`config.mk`:
```
export PLATFORM = sky130hd
export DESIGN_NAME = fifo_write_logic
export DESIGN_NICKNAME = d
export VERILOG_FILES = /design/src/rtl/fifo_write_logic.sv
export SDC_FILE = /design/constraint.sdc
export NUM_CORES = 1
export LEC_CHECK = 0
export BUFFER_PORTS_ARGS = -buffer_cell sky130_fd_sc_hd__buf_2
export CORE_AREA = 2 2 39 41
export CTS_CLUSTER_SIZE = 14
export DETAILED_ROUTE_END_ITERATION = 10
export DIE_AREA = 0 0 41 43
export HOLD_SLACK_MARGIN = 0.05
export PLACE_DENSITY = 0.63
export SYNTH_ARGS = -nofsm -noshare
export SYNTH_HDL_FRONTEND = slang
export SYNTH_SLANG_ARGS = --single-unit
export TNS_END_PERCENT = 5
```
`constraint.sdc`:
```
create_clock -name clk -period 2.6 [get_ports clk]
set_clock_uncertainty 0.2 [all_clocks]
set_input_delay 0.39 -clock clk [delete_from_list [all_inputs] [get_ports clk]]
set_output_delay 0.39 -clock clk [all_outputs]
set_load 0.01 [all_outputs]
```
`src/rtl/fifo_write_logic.sv`:
```
// fifo_write_logic: write-domain pointer, full/almost-full/overflow flags for the async FIFO
// Ports:
//   clk, rst          write clock, asynchronous active-low reset
//   winc              producer write request
//   wq2_raddr         Gray read pointer already synchronized into clk
//   wovf_clr          synchronous clear of the sticky overflow flag
//   write_en          memory write strobe (combinational)
//   waddr             memory write address
//   waddr_gray        Gray write pointer published to the read domain
//   wfull             FIFO full
//   walmost_full      occupancy >= AFULL_THRESH
//   wovf              sticky overflow (write attempted while full)
//   wstate            FSM state: 00 IDLE, 01 ACTIVE, 10 FULL
module fifo_write_logic #(
    parameter int PTR_SZ       = 2,
    parameter int AFULL_THRESH = 3
) (
    input  logic              clk,
    input  logic              rst,
    input  logic              winc,
    input  logic [PTR_SZ:0]   wq2_raddr,
    input  logic              wovf_clr,
    output logic              write_en,
    output logic [PTR_SZ-1:0] waddr,
    output logic [PTR_SZ:0]   waddr_gray,
    output logic              wfull,
    output logic              walmost_full,
    output logic              wovf,
    output logic [1:0]        wstate
);
    localparam logic [1:0] IDLE   = 2'b00;
    localparam logic [1:0] ACTIVE = 2'b01;
    localparam logic [1:0] FULL   = 2'b10;
    localparam logic [PTR_SZ:0] THRESH = AFULL_THRESH[PTR_SZ:0];

    logic [PTR_SZ:0] wbin_q, wbin_d, wgray_q, wgray_d, rbin, count_d;
    logic [1:0]      state_q, state_d;
    logic            afull_q, afull_d, wovf_q, wovf_d, wfull_d, accept;

    assign wfull        = state_q == FULL;
    assign accept       = winc & ~wfull;
    assign write_en     = accept;
    assign waddr        = wbin_q[PTR_SZ-1:0];
    assign waddr_gray   = wgray_q;
    assign walmost_full = afull_q;
    assign wovf         = wovf_q;
    assign wstate       = state_q;

    // Read pointer back to binary: each bit is the XOR of all Gray bits above and including it
    always_comb begin
        rbin[PTR_SZ] = wq2_raddr[PTR_SZ];
        for (int i = PTR_SZ - 1; i >= 0; i--) rbin[i] = rbin[i+1] ^ wq2_raddr[i];
    end

    always_comb begin
        wbin_d  = wbin_q + {{PTR_SZ{1'b0}}, accept};
        wgray_d = (wbin_d >> 1) ^ wbin_d;
        // Full when the writer is one lap ahead: top two Gray bits inverted, rest equal
        wfull_d = wgray_d == {~wq2_raddr[PTR_SZ:PTR_SZ-1], wq2_raddr[PTR_SZ-2:0]};
        count_d = wbin_d - rbin;
        afull_d = count_d >= THRESH;
        wovf_d  = (winc & wfull) | (wovf_q & ~wovf_clr);
        // The illegal 11 encoding is flushed to IDLE before normal decoding resumes
        state_d = state_q == 2'b11 ? IDLE :
                  wfull_d          ? FULL :
                  count_d == '0    ? IDLE : ACTIVE;
    end

    always_ff @(posedge clk or negedge rst) begin
        if (!rst) begin
            wbin_q  <= '0;
            wgray_q <= '0;
            state_q <= IDLE;
            afull_q <= 1'b0;
            wovf_q  <= 1'b0;
        end else begin
            wbin_q  <= wbin_d;
            wgray_q <= wgray_d;
            state_q <= state_d;
            afull_q <= afull_d;
            wovf_q  <= wovf_d;
        end
    end
endmodule
```
# Word level (Yosys, flattened, before mapping)
# Index checks and enable logic that the tools add are counted.
[totals]
out_inout_bits = 11
in_bits = 7
latchBits = 0
mem_bits_ro = 0
register_bits = 10
mem_count = 0
mem_bits_rw = 0
wordCells = 25
[op_classes]
n_mux = 3
eq_ne = 3
magnitude_cmp = 1
bitwise_logic = 10
add_sub_neg = 2
div = 0
reduce_logical = 1
shifts = 0
multipliers = 0
[ops]
columns = ["cell", "count"]
rows = [
  ["$eq 2x2->1 const B", 2],
  ["$mux 2", 2],
  ["$add 3x1->3", 1],
  ["$and 1x1->1", 3],
  ["$eq 3x3->1", 1],
  ["$ge 3x2->1 const B", 1],
  ["$logic_not 3->1", 1],
  ["$sub 3x3->3", 1],
  ["$xor 2x3->3", 1],
  ["$not 1->1", 2],
  ["$not 2->2", 1],
  ["$xor 1x1->1", 2],
  ["$mux 1", 1],
  ["$or 1x1->1", 1],
]

# Logic depth before layout (Yosys ltp)
# Gate-level depths: netlist (run 1).
[logic_depth]
ltp_word = 9
ltp_mapped = 10
ltp_nobuf = 10

# Worst setup path before layout (run 1)
# Ideal clock, no wire load.
[synth_timing]
kind = "register to register"
start = "register state_q[1], in the netlist wstate[1]"
end = "register state_q[0], in the netlist wstate[0]"
slack_ps = -212
setup_ps = 71
t_required_ps = 2329
n_path_buf = 0
stages_incl_launch_ff = 11
synth_period_minus_slack_ps = 2812
arrival_time_ps = 2541
path_cell_list = "dfrtp_1 -> nor2b_1 -> nor2b_1 -> ha_1 -> ha_1 -> inv_1 -> fa_1 -> xnor2_1 -> xnor2_1 -> a32o_1 -> nor2_1"
[synth_between]
elab_chain_cells = 9
elab_cells_between_ends = 12
cone_classes = "add/sub (2); eq/ne (3); mux (3); bitwise (3); reduce/logical (1)"
[synth_lines]
columns = ["item", "line", "text"]
rows = [
  ["start: declaration", "37", "logic [1:0] state_q, state_d;"],
  ["start signal: assignment", "79", "state_q <= state_d;"],
  ["$eq 2x2->1 (*)", "40", "assign wfull = state_q == FULL;"],
  ["named net wfull", "26", "output logic wfull,"],
  ["$not 1->1 (*)", "41", "assign accept = winc & ~wfull;"],
  ["$and 1x1->1 (*)", "41", ""],
  ["named net write_en", "23", "output logic write_en,"],
  ["$add 3x1->3 (*)", "56", "wbin_d = wbin_q + {{PTR_SZ{1'b0}}, accept};"],
  ["named net wbin_d[1]", "36", "logic [PTR_SZ:0] wbin_q, wbin_d, wgray_q, wgray_d, rbin, count_d;"],
  ["$sub 3x3->3", "60", "count_d = wbin_d - rbin;"],
  ["$logic_not 3->1", "66", "count_d == '0 ? IDLE : ACTIVE;"],
  ["$mux 1", "66", ""],
  ["$mux 2 (*)", "65", "wfull_d ? FULL :"],
  ["$mux 2 (*)", "64", "state_d = state_q == 2'b11 ? IDLE :"],
  ["named net state_d[0]", "37", ""],
]
# Mark *: on every way through the listed nets, which the timed path passes. The rest lies on a longest branch.

# Final worst setup path (run 1)
[layout_timing]
start = "register state_q[0], in the netlist wstate[0]"
end = "register state_q[0], in the netlist wstate[0]"
[layout_between]
elab_chain_cells = 9
elab_cells_between_ends = 12
cone_classes = "add/sub (2); eq/ne (3); mux (3); bitwise (3); reduce/logical (1)"
[layout_lines]
columns = ["item", "line"]
rows = [
  ["$eq 2x2->1 (*)", "40"],
  ["$not 1->1 (*)", "41"],
  ["$and 1x1->1 (*)", "41"],
  ["$add 3x1->3 (*)", "56"],
  ["named net wbin_d[1]", "36"],
  ["$sub 3x3->3", "60"],
  ["$logic_not 3->1", "66"],
  ["$mux 1", "66"],
  ["$mux 2 (*)", "65"],
  ["$mux 2 (*)", "64"],
  ["named net state_d[0]", "37"],
]
# Marked as above.

==> results of run 1 <==
per-stage QoR:
stage / area (sq um) / power (W) / hold WS (ns)
final: 647 / 0.000849 / 0.110
after global routing: 647 / 0.000936 / 0.127
after CTS: 628 / 0.000832 / 0.116
after detailed placement: 592 / 0.000718 / 0.0501
after global placement: 592 / 0.000713 / 0.0485
after floorplan: 472 / 0.000587 / -0.106
state kept, by name, indices dropped and copies added, names as in the netlist:
signal        cells
walmost_full      1
wstate            2
wbin_q            3
wovf              1
waddr_gray        2
routing by layer:
metal / vias to the layer above / global-route usage [%]
li1: 171 / -
met1: 156 / 12.2
met2: 15 / 14.7
met3: 2 / 1.57
met4: 0 / 12.0
met5: - / 0
worst paths after layout:
kind	slack, ns	endpoint	cells after the start	start
hold / removal	0.11	wovf$_DFF_PN0_	2	wovf_clr
min in group asynchronous	0.30	wbin_q[0]$_DFF_PN0_	2	rst
hold reg to reg	0.34	wovf$_DFF_PN0_	2	wovf$_DFF_PN0_
max in group asynchronous	1.71	wstate[0]$_DFF_PN0_	2	rst
setup reg to reg	0.13	wstate[0]$_DFF_PN0_	10	wstate[0]$_DFF_PN0_
setup / recovery	0.13	wstate[0]$_DFF_PN0_	10	wstate[0]$_DFF_PN0_
layout make-up:
cell class              count  area (sq um)  area share [%]
well taps                  16          20.0            3.09
flip-flops and latches      9           226            35.0
inverters                   4          15.0            2.32
repair buffers             21           118            18.2
clock buffers               4          26.3            4.06
multi-input cells          24           241            37.3
power by group through the flow:
stage / Sequential, W / Combinational, W / Clock, W
after detailed placement: 0.000247 / 0.000471 / 0
final: 0.000243 / 0.000498 / 0.000108
after floorplan: 0.000282 / 0.000305 / 0
after global routing: 0.000254 / 0.000568 / 0.000114
after CTS: 0.000246 / 0.000476 / 0.000110
after global placement: 0.000246 / 0.000467 / 0
what timing repair did:
item                                    in CTS  in global routing
hold buffers                                 1                  0
gates resized for setup                      0                  3
hold endpoints to repair                     9                  0
endpoints found under the setup margin       0                  1
buffers inserted                             0                  1
cell usage after synthesis, types with 2 or more instances:
master,n,area (sq um)
dfrtp_1,9,225
inv_1,4,15.0
xnor2_1,3,26.3
o21ai_0,2,10.0
nor2b_1,2,12.5
xor2_1,5,43.8
ha_1,3,37.5
critical path: cells and delay by family, from the launching register on:
| family | cells | cell delay (ns) |
|---|---|---|
| fa+ha+maj | 3 | 0.90 |
| flops | 1 | 0.43 |
| xor+xnor | 2 | 0.30 |
| simple gates | 3 | 0.27 |
| compound gates | 1 | 0.27 |
| buf+inv | 1 | 0.05 |
cells by family (layout without fill, tap and decap cells):
logic type / Yosys count / in the layout / synth area share, %
compound gates: 5 / 5 / 8.03
flops: 9 / 9 / 49.9
simple gates: 6 / 6 / 6.92
xor+xnor: 9 / 9 / 19.1
buf+inv: 4 / 29 / 3.32
fa+ha+maj: 4 / 4 / 12.7
==> metrics.txt, run 1 <==
status=completed; startpoint types=flip-flop; Worst-Skew Late Latency=0.26 ns; largest net degree at the start of global routing=10; Setup crit end kind=flip-flop; CTS clk-pin slew, worst paths=0.06 ns; Final Hold Viols=0; Worst Path Arrival=2.46 ns; Post-synth EDFFs=0; Finished Layout Cells=around 80; asr flop ratio synth=100%; CP required=2.59 ns; Mapped Nets=48; row count=14; final worst-path cycle share=95.2%; total core area=0.00138 sq mm; RSZ-0062 raised after global routing=false; CP max stage cell=dfrtp_2; Final #Nets=74; Leakage=0.317 nW; WL met3=50 um; min Tclk post-route=2.47 ns; max-slew violations=0; total CTS buffers=3; clock network fraction of total power=12.7%; pwr dens=1310 mW/mm^2; DR top layer=met4; Final Core Density=46.7%; Initial DRC Count=0; Die W=41 um; first-pass GRT wire length=1200 um; per-cell routed wire length=10.1 um; grt total ovfl=0; Slew @ Worst Pin=0.297 ns; First-pass DRT Iterations=1; DRT met1 WL=343 um; final wirelength=784 um; Sw Share=38.8%; Top FF cell, synth=dfrtp_1; DIE HEIGHT=43 um; total of max-cap violations=0; worst hold-check path type=in -> reg; Setup CP Type=reg -> reg; max incr delay on CP=0.43 ns; PortBufs=17; Vias=344; sequential area share after synthesis=49.9%; vias per std cell=4.41; IO Count=18; final worst slack=0.125 ns; routability cong.=0.720; post-DP HPWL=604 um; commonest non-fill, non-tap cells in the layout=buf_2, dfrtp_1, xor2_1, inv_1; Comb pwr share=between 50 and 60%; Achievable Freq=404 MHz; Post-Syn Instances=37; root buf cell=clkbuf_4; fill count=140; sequential power share=between 20 and 30%; Max VDD drop=0.462 mV; P&R area growth vs syn=43.2%; crit path max fanout=3; routed length on met2=376 um; Slew HR=approximately 80%; critical-path cell list=nor2b_4, nor2b_1, ha_1, ha_4, inv_1, fa_2, xnor2_2, xnor2_1, a32o_1, nor2_1; Clock Tree Buf Depth=2; Diodes inserted=0; Sinks on Clock Net=9; Pint=about 0.00052 W; commonest non-fill, non-tap cell in the layout=buf_2; DIE AREA=0.00176 sq mm; Netlist cell types=16; TritonCTS clock tree=built; H-tree depth=1; share of cells above drive strength 1=between 40 and 50%; number of warning messages in the yosys log=0; Finish-stage setup viols=0; Synth Register Bits=9; DRC violations left=0; Routed Antenna Nets=0; placed cell count=72; Initial Util=between 30% and 40%; initial antenna violation count=0; Setup TNS Final=0 ns; vias in the first global route=309; Setup WS pre-CTS=just over 0.08 ns; total net switching power=0.000329 W; Syn Area/Cell=12.2 sq um; GRT Total Usage=10.6%; Synth Cell Area=452 sq um
(Power assumes the default switching activity.)
==> run 2, diff against run 1 <==
==> config.mk (replaced) <==
export PLATFORM = sky130hd
export DESIGN_NAME = fifo_write_logic
export DESIGN_NICKNAME = d
export VERILOG_FILES = /design/src/rtl/fifo_write_logic.sv
export SDC_FILE = /design/constraint.sdc
export NUM_CORES = 1
export LEC_CHECK = 0
export ABC_AREA = 1
export BUFFER_PORTS_ARGS = -buffer_cell sky130_fd_sc_hd__buf_2
export CORE_MARGIN = 2
export CORE_UTILIZATION = 40
export CTS_CLUSTER_SIZE = 30
export DETAILED_ROUTE_END_ITERATION = 10
export HOLD_SLACK_MARGIN = 0.05
export PLACE_DENSITY = 0.7
export SYNTH_ARGS = -nofsm -noshare
export SYNTH_HDL_FRONTEND = slang
export SYNTH_SLANG_ARGS = --single-unit
==> run 2 against run 1 <==
Net effect:
- area after synthesis increased by 17%
- fmax grew 5.9%
- power up 4.1%
- die area down 7.7%
- global-route usage rose by 5.0 points
- cell area up 5.2%
- non-clock buffer count fell by 3
- utilization grew 6.9 points
- hold slack improved by 0.015 ns
- sequential share of layout area fell by 1.9 points
- critical path depth rose by 2
- highest routed layer unchanged
==> metrics.txt, run 2 <==
post-CTS setup buffers=0 (unchanged); DIE AREA=0.00163 sq mm (-7.7%); Worst Path Arrival=2.34 ns (-0.12 ns); PortBufs=17 (unchanged); Post-Syn Instances=67 (+81%); total core area=0.00127 sq mm (-8.3%); asr flop ratio synth=100% (unchanged); most frequent cells after synthesis=nand2_1, inv_1, dfrtp_1; routed length on met2=546 um (+45%); worst hold-check path type=in -> reg; Final Core Density=53.6% (+6.9 points); max-slew violations=0 (unchanged); Sinks on Clock Net=9 (unchanged); Finished Layout Cells=104 (+33%); r2r setup slk=0.26 ns (+0.14 ns); max FFs per register=3 (unchanged); min Tclk post-route=2.34 ns (-0.137 ns); final worst-path cycle share=89.9% (-5.3 points); Worst-Skew Late Latency=0.26 ns (about the same); initial antenna violation count=0 (unchanged); largest register by flop count=wbin_q; DR top layer=met4; CTS clk-pin slew, worst paths=0.06 ns (about the same); routability cong.=0.738 (+2.6%); Setup TNS Final=0 ns (unchanged); CP required=2.60 ns (about the same); leading area contributor after synthesis=dfrtp_1; Slew HR=81.0% (+0.96 points); Final #Nets=101 (+36%); Synth Register Bits=9 (unchanged); vias per std cell=4.73 (+7.3%); DIE HEIGHT=40.3 um (-6.2%); pwr dens=1300 mW/mm^2 (-1.0%); hold depth=2 (unchanged); startpoint types=flip-flop; final instance area=681 sq um (+5.2%); RSZ-0062 raised after global routing=false; placed cell count=99 (+38%); per-cell routed wire length=10.5 um (+4.2%); Die W=40.3 um (-1.6%); Achievable Freq=428 MHz (+5.9%); Compound-Gate Fraction of Synth Area=4.27% (-3.8 points); Synth Area in XOR/XNOR=3.32% (-16 points); TritonCTS clock tree=built; IO Count=18 (unchanged); Hold EP=wovf$_DFF_PN0_; first-pass GRT wire length=1610 um (+35%); DRT met1 WL=480 um (+40%); Leakage=0.399 nW (+26%); grt total ovfl=0 (unchanged); commonest non-fill, non-tap cells in the layout=nand2_1, buf_2, inv_1, dfrtp_1, nand3_1; largest net degree at the start of global routing=10 (unchanged); total of max-cap violations=0 (unchanged); commonest non-fill, non-tap cell in the layout=nand2_1; hold path start=wovf_clr; Diodes inserted=0 (unchanged); Finish-stage setup viols=0 (unchanged); share of cells above drive strength 1=29.2% (-19 points); Initial Util=41.6% (+9.0 points); Slew @ Worst Pin=0.284 ns (-0.0138 ns); Mapped Nets=78 (+63%); WL met3=47 um (-6.0%); H-tree depth=1 (unchanged); Final Power=0.000884 W (+4.1%); most frequent cell after synthesis=nand2_1; Netlist cell types=14 (-2); Max VDD drop=0.502 mV (+8.7%); Post-Synth Adder-Cell Area=10.9% (-1.8 points); Initial DRC Count=9 (+9); largest family of logic cells by synthesized area=simple AND/OR/NAND/NOR gates; DRC violations left=0 (unchanged); Synth Cell Area=528 sq um (+17%); vias in the first global route=417 (+35%); post-synthesis mux area share=0% (unchanged); simple logic cell fraction of the synthesized area=29.6% (+23 points); GRT Total Usage=15.6% (+5.0 points); Vias=492 (+43%); post-DP HPWL=831 um (+38%); Setup CP Type=reg -> reg; post-synth top area share=42.7% (-7.2 points); Routed Antenna Nets=0 (unchanged); First-pass DRT Iterations=4 (+3); Reg-to-Reg Start=wstate[0]$_DFF_PN0_; final wirelength=1090 um (+39%); Post-synth EDFFs=0 (unchanged); P&R area growth vs syn=28.9%; total CTS buffers=3 (unchanged); R2R depth=12 (+2); Clock Tree Buf Depth=2 (unchanged); Syn Area/Cell=7.88 sq um (-35%); row count=13 (-1); number of warning messages in the yosys log=0 (unchanged); sequential area share after synthesis=42.7% (-7.2 points); dominant cells by area after synthesis=dfrtp_1, nand2_1, inv_1; placed cell area=632 sq um (+6.8%); Setup crit end kind=flip-flop; root buf cell=clkbuf_4; Final Hold Viols=0 (unchanged); Top FF cell, synth=dfrtp_1; status=completed; crit path max fanout=6 (+3); R2R Path End=wstate[0]$_DFF_PN0_
run 2: final cells by class:
| cell class | count | area [sq um] |
|---|---|---|
| clock buffer | 4 | 26.3 |
| inverter | 13 | 48.8 |
| fill | 114 | 588 |
| tap | 15 | 18.8 |
| timing repair buffer | 18 | 95.1 |
| sequential | 9 | 225 |
| multi-input combinational | 45 | 267 |
run 2: worst max-delay path by stage:
stage                              startpoint  cells past startpoint                   to  slack, ns
after floorplan           wstate[0]$_DFF_PN0_                     11  wstate[0]$_DFF_PN0_       0.18
after global placement    wstate[0]$_DFF_PN0_                     11  wstate[0]$_DFF_PN0_       0.23
after detailed placement  wstate[0]$_DFF_PN0_                     12  wstate[0]$_DFF_PN0_       0.17
after CTS                 wstate[0]$_DFF_PN0_                     12  wstate[0]$_DFF_PN0_       0.16
after global routing      wstate[0]$_DFF_PN0_                     12  wstate[0]$_DFF_PN0_       0.05
final                     wstate[0]$_DFF_PN0_                     12  wstate[0]$_DFF_PN0_       0.26
run 2: cell families (layout without fill, tap and decap cells):
logic type,after synthesis,count (layout)
AOI/OAI and AO/OA,3,3
xor gates and xnor gates,2,2
adders and majority gates,4,4
buffers and inverters,13,35
DFF,9,9
and+or+nand+nor,36,36
run 2: power by group:
part	total [W]	internal, W	switching (W)
logic	0.000529	0.000217	0.000312
clock network	0.000111	0.0000593	0.0000519
registers	0.000244	0.000205	0.0000383
run 2: what timing repair did:
action                                  CTS  global route
gates resized for setup                   0             2
endpoints found under the setup margin    0             1
hold buffers                              1             0
endpoints found under the hold margin     9             0
run 2: per-layer routing:
| metal | track usage [%] | vias up |
|---|---|---|
| met4 | 10.0 | 0 |
| met5 | 0 | - |
| met3 | 3.33 | 2 |
| met2 | 26.6 | 13 |
| met1 | 17.3 | 227 |
| li1 | - | 250 |
run 2: stage by stage:
stage | hold slack (ns) | setup slack, ns
2_1_floorplan | -0.106 | 0.179
3_3_place_gp | 0.0546 | 0.230
3_5_place_dp | 0.0551 | 0.175
4_1_cts | 0.123 | 0.162
5_1_grt | 0.129 | 0.0530
6_report | 0.125 | 0.262
run 2: worst max-delay path, stage by stage (launching register included):
cell      delay [ns]
dfrtp_1         0.41
inv_1           0.06
nand2_1         0.06
inv_1           0.07
nor2_1          0.05
ha_1            0.22
ha_4            0.31
inv_2           0.07
fa_1            0.43
nand3b_1        0.19
nand2_1         0.08
nor2_1          0.04
nor2_1          0.08
